## src/rtl/match_counter_pkg.sv

```systemverilog
// Shared types and constants for the match_counter slice.
//   snap_state_t     : snapshot handshake FSM encoding
//   DEFAULT_NUM_BITS : default width of the count, wrap and snapshot fields
package match_pkg;

   localparam int DEFAULT_NUM_BITS = 8;

   typedef enum logic [0:0] {
      SNAP_IDLE = 1'b0,
      SNAP_HOLD = 1'b1
   } snap_state_t;

endpackage

```

## src/rtl/match_counter_rollover_counter.sv

```systemverilog
// Modulo detection counter with a run-time wrap point.
// Ports:
//   clk, rst       : clock, synchronous active-high reset
//   clear          : synchronous clear of count and flag
//   count_enable   : one count event (match_in already qualified)
//   rollover_val   : wrap point, sampled every cycle; 0 disables counting
//   count_out      : registered count
//   rollover_flag  : registered, high while count_out == rollover_val (nonzero)
//   wrap_pulse     : combinational, high in the cycle whose event wraps the
//                    count, so the parent can update its wrap register on the
//                    same edge as count_out
module rollover_counter
   import match_pkg::*;
#(
   parameter int NUM_BITS = DEFAULT_NUM_BITS
) (
   input  logic                clk,
   input  logic                rst,
   input  logic                clear,
   input  logic                count_enable,
   input  logic [NUM_BITS-1:0] rollover_val,
   output logic [NUM_BITS-1:0] count_out,
   output logic                rollover_flag,
   output logic                wrap_pulse
);

   logic [NUM_BITS-1:0] count_q, count_d;
   logic                flag_q, flag_d;
   logic                rv_nonzero;

   assign rv_nonzero = (rollover_val != '0);

   always_comb begin
      count_d    = count_q;
      flag_d     = 1'b0;
      wrap_pulse = 1'b0;
      if (clear) begin
         count_d = '0;
      end else begin
         if (count_enable && rv_nonzero) begin
            // >= rather than == so a wrap point lowered below the current
            // count still wraps instead of running up to all-ones
            if (count_q >= rollover_val) begin
               count_d    = {{(NUM_BITS-1){1'b0}}, 1'b1};
               wrap_pulse = 1'b1;
            end else begin
               count_d = count_q + 1'b1;
            end
         end
         // re-evaluated every edge so a changed wrap point updates the flag
         // even without a count event
         flag_d = (count_d == rollover_val) && rv_nonzero;
      end
   end

   always_ff @(posedge clk) begin
      if (rst) begin
         count_q <= '0;
         flag_q  <= 1'b0;
      end else begin
         count_q <= count_d;
         flag_q  <= flag_d;
      end
   end

   assign count_out     = count_q;
   assign rollover_flag = flag_q;

endmodule

```

## src/rtl/match_counter.sv

```systemverilog
// Counts "1101" detector hits modulo a run-time wrap point, tracks the number
// of wraps (saturating) and offers a req/ack snapshot of {count, wraps}.
// Ports:
//   clk, rst            : clock, synchronous active-high reset
//   clear               : clears count, wraps and flag (not the snapshot)
//   count_enable        : gates counting
//   match_in            : detector output, one detection per high cycle
//   rollover_val        : wrap point
//   count_out           : current count
//   rollover_flag       : high while count_out == rollover_val (nonzero)
//   wrap_count          : wraps seen, saturating at all-ones
//   snap_req / snap_ack : snapshot request / host consumed
//   snap_valid          : snapshot fields held and valid
//   snap_count/wraps    : captured count_out / wrap_count
module match_counter
   import match_pkg::*;
#(
   parameter int NUM_BITS = DEFAULT_NUM_BITS
) (
   input  logic                clk,
   input  logic                rst,
   input  logic                clear,
   input  logic                count_enable,
   input  logic                match_in,
   input  logic [NUM_BITS-1:0] rollover_val,
   output logic [NUM_BITS-1:0] count_out,
   output logic                rollover_flag,
   output logic [NUM_BITS-1:0] wrap_count,
   input  logic                snap_req,
   output logic                snap_valid,
   input  logic                snap_ack,
   output logic [NUM_BITS-1:0] snap_count,
   output logic [NUM_BITS-1:0] snap_wraps
);

   // state     | meaning
   // SNAP_IDLE | no snapshot held; snap_req captures count/wraps
   // SNAP_HOLD | snapshot frozen and valid; waiting for snap_ack

   logic                count_event;
   logic                wrap_pulse;
   logic [NUM_BITS-1:0] wrap_count_q, wrap_count_d;
   snap_state_t         state_q, state_d;
   logic [NUM_BITS-1:0] snap_count_q, snap_count_d;
   logic [NUM_BITS-1:0] snap_wraps_q, snap_wraps_d;

   assign count_event = match_in & count_enable;

   rollover_counter #(
      .NUM_BITS (NUM_BITS)
   ) u_rollover_counter (
      .clk           (clk),
      .rst           (rst),
      .clear         (clear),
      .count_enable  (count_event),
      .rollover_val  (rollover_val),
      .count_out     (count_out),
      .rollover_flag (rollover_flag),
      .wrap_pulse    (wrap_pulse)
   );

   always_comb begin
      wrap_count_d = wrap_count_q;
      if (clear) begin
         wrap_count_d = '0;
      end else if (wrap_pulse && (wrap_count_q != '1)) begin
         wrap_count_d = wrap_count_q + 1'b1;
      end
   end

   always_comb begin
      state_d      = state_q;
      snap_count_d = snap_count_q;
      snap_wraps_d = snap_wraps_q;
      case (state_q)
         SNAP_IDLE: begin
            if (snap_req) begin
               // pre-update register values give a coherent pair
               snap_count_d = count_out;
               snap_wraps_d = wrap_count_q;
               state_d      = SNAP_HOLD;
            end
         end
         SNAP_HOLD: begin
            if (snap_ack) begin
               state_d = SNAP_IDLE;
            end
         end
         default: state_d = SNAP_IDLE;
      endcase
   end

   always_ff @(posedge clk) begin
      if (rst) begin
         wrap_count_q <= '0;
         state_q      <= SNAP_IDLE;
         snap_count_q <= '0;
         snap_wraps_q <= '0;
      end else begin
         wrap_count_q <= wrap_count_d;
         state_q      <= state_d;
         snap_count_q <= snap_count_d;
         snap_wraps_q <= snap_wraps_d;
      end
   end

   assign wrap_count = wrap_count_q;
   assign snap_valid = (state_q == SNAP_HOLD);
   assign snap_count = snap_count_q;
   assign snap_wraps = snap_wraps_q;

endmodule

```

## config.mk

```make
export PLATFORM = sky130hd
export DESIGN_NAME = match_counter
export DESIGN_NICKNAME = d
export VERILOG_FILES = /design/src/rtl/match_counter_pkg.sv /design/src/rtl/match_counter_rollover_counter.sv /design/src/rtl/match_counter.sv
export SDC_FILE = /design/constraint.sdc
export NUM_CORES = 1
export LEC_CHECK = 0
export ABC_CLOCK_PERIOD_IN_PS = 7600
export BUFFER_PORTS_ARGS = -buffer_cell sky130_fd_sc_hd__clkbuf_2
export CORE_MARGIN = 2
export CORE_UTILIZATION = 35
export CTS_CLUSTER_DIAMETER = 200
export DETAILED_ROUTE_END_ITERATION = 8
export HOLD_SLACK_MARGIN = 0.15
export SKIP_LAST_GASP = 1
export SLEW_MARGIN = 20
export SYNTH_ARGS = -nofsm -noshare
export SYNTH_HDL_FRONTEND = slang
export SYNTH_HIERARCHICAL = 1
export SYNTH_SLANG_ARGS = --single-unit
```

## constraint.sdc

```tcl
create_clock -name clk -period 7.6 [get_ports clk]
set_clock_uncertainty 0.05 [all_clocks]
set_input_delay 0.38 -clock clk [delete_from_list [all_inputs] [get_ports clk]]
set_output_delay 0.38 -clock clk [all_outputs]
set_load 0.03 [all_outputs]
```

==> metrics <==
Tcrit/Tclk final=42.05%; Synth cell types=60; GR Util met2=26.39%; filler cell count=602; post-CTS sizing=0; root buffer cell=clkbuf_8; initial antenna violation count=0; Sum Neg Setup Slack=0 ns; Reg area=680.7 um2; worst setup path category=reg2reg; Core Rows=28; Simple-Gate Fraction of Synth Area=33.05%; Final Hold Fails=0; Max Cap Viol=0; complex-gate fraction of the synthesized area=20.05%; post-DP HPWL=4.010 mm; multi-input logic area=1325 um2; All-Layer GR Usage=17.25%; Pwr per Cell Area=141.3 nW/um2; Area Growth Syn to Fin=17.36%; Post-route DRC=0; commonest non-fill, non-tap cell in the layout=nand2_1; die width=81.41 um; Buffers on Ports=48; ant diodes=0; share of cells above drive strength 1=22.44%; final worst path period need=3.196 ns; CP Capture Type=flop; Worst-Skew Late Latency=0.28 ns; largest net degree at the start of global routing=22; Peak VDD IR=53.16 uV; WP data arrival=3.35 ns; Slew @ Worst Pin=0.8626 ns; first-pass GRT wire length=9.004 mm; status=finished, final reports clean; Routed wire per std cell=13.98 um; Slew Limit Fails=0; grt peak-use layer=met2; Final ANT Viol Nets=0; most frequent cells in the layout=nand2_1 (51), clkbuf_2 (48), dfxtp_1 (34); Hold WS=0.3128 ns; Mapped Area=2097 um2; area of the core=5851 um2; vias in the first global route=1880; CTS Sinks=34; Ys Warns=6; TritonCTS clock tree=built; CTS buffer count=5; Post-CTS Hold Fix Bufs=0; largest family of logic cells by synthesized area=simple AND/OR/NAND/NOR gates; IO Pins=49; mux cell area share after synthesis=1.909%; 1st-pass router iterations=4; routability cong.=0.9031; vias per std cell=5.424; Slew HR=42.37%; GRT overflow=0; post-route core utilization=42.07%; met1 usage=24.19%; Required @ worst endpoint=7.75 ns; post-synthesis sequential area ratio=32.46%; RSZ-0062 raised after global routing=no; Setup Buffers After CTS=0; prevailing post-synth register cell=dfxtp_1; total wire length=5.411 mm; Fmax achieved=0.3129 GHz; Die ar.=6627 um2; cell count after synthesis=269; # nets final=336; Min-Delay Path Class=in2reg; DP Area=2370 um2; XOR/XNOR Fraction of Synth Area=2.088%; Longest Clk Path Bufs=2; CTS clk-pin slew, worst paths=0.07 ns; Post-synth ARST share=0%; H-tree levels=2; Synth Area in Adders=5.967%; DRT iter0 DRCs=111; Worst setup SP type=flop; endpoints failing setup=0; Static Leak=0.9698 nW; Synth Register Bits=34; via count=2099; Post-Syn Area per Cell=7.796 um2; number of cells after detailed placement=379; Die Y=81.41 um; EDFF count, synth=0; Mapped Nets=294; non-filler cells, final=387; Starting Density=35.84%; finished layout cell area=2461 um2; GR Util met3=3.444%; crit path max fanout=14
==> synthesized netlist by cell type (all sizes together), types with 2 or more instances <==
library cell / instances / share of area [%]
a2111oi: 2 / 0.84
a211oi: 4 / 1.4
a21boi: 2 / 0.90
a21oi: 32 / 7.8
a22oi: 4 / 1.4
and2: 2 / 0.72
and3: 5 / 1.8
and4: 2 / 0.90
buf: 9 / 2.3
clkbuf: 4 / 0.72
dfxtp: 34 / 32
ha: 10 / 6.0
inv: 8 / 1.4
mux2i: 4 / 1.9
nand2: 51 / 9.1
nand2b: 4 / 1.2
nand3: 7 / 1.7
nand4: 5 / 1.5
nor2: 14 / 2.5
nor2b: 6 / 1.8
nor3: 11 / 3.6
nor3b: 3 / 1.1
nor4: 5 / 1.8
o21ai: 10 / 2.9
or2: 2 / 0.60
or3: 4 / 1.2
or4: 4 / 1.8
xnor2: 4 / 1.7
==> state kept, by name, indices dropped and copies added (netlist names) <==
register,flops
snap_wraps,8
snap_count,8
wrap_count,8
snap_valid,1
u_rollover_counter/rollover_flag,1
u_rollover_counter/count_out,8
==> report_power, final <==
part | internal, W | total (W) | leakage, nW | switching (W)
sequential | 0.000179 | 0.000180 | 0.274 | 0.00000103
clock | 0.0000730 | 0.000134 | 0.0482 | 0.0000612
combinational | 0.0000107 | 0.0000337 | 0.647 | 0.0000230
==> cells by family (layout without fill, tap and decap cells) <==
family,Yosys count,in the layout
fa+ha+maj,10,10
buf+inv,21,64
mux,4,4
compound gates,66,66
simple gates,129,129
xor+xnor,5,5
flops,34,34
==> layout make-up <==
class	count	area share [%]
Clock buffer	7	3.508
Clock inverter	1	0.2034
Inverter	8	1.220
Multi-Input combinational cell	214	53.84
Sequential cell	34	27.66
Tap cell	75	3.813
Timing Repair Buffer	48	9.761
==> metrics by stage <==
| stage | power, W | setup slack [ns] |
|---|---|---|
| floorplan | 0.0002065 | 4.691 |
| global placement | 0.0002173 | 4.433 |
| detailed placement | 0.0002174 | 4.392 |
| CTS | 0.0003515 | 4.438 |
| global route | 0.0003654 | 4.024 |
| finish | 0.0003478 | 4.404 |
==> critical path, cell delays in order, from the launching register on <==
cell      delay (ns)
dfxtp_1         0.62
ha_1            0.28
or3_1           0.14
a21oi_1         0.08
nor3_2          0.36
nand2b_1        0.33
nor3b_1         0.61
and3_2          0.31
a41oi_1         0.12
a211oi_1        0.21
==> path summary, 6_finish.rpt <==
check / start / end / slack, ns / cells after the start
worst max register to register: u_rollover_counter/count_out[2] / wrap_count[6] / 4.40 / 9
worst max-delay path: u_rollover_counter/count_out[2] / wrap_count[6] / 4.40 / 9
worst min register to register: snap_wraps[7] / snap_wraps[7] / 0.41 / 2
worst min-delay path: snap_ack / snap_valid / 0.31 / 3
==> layer usage <==
layer	vias to the layer above	part of all wire, %
met4	0	1.3
met3	9	6.4
met2	74	45
li1	1059	-
met5	-	0
met1	957	47
No activity file was read; power rests on OpenSTA's default activity.
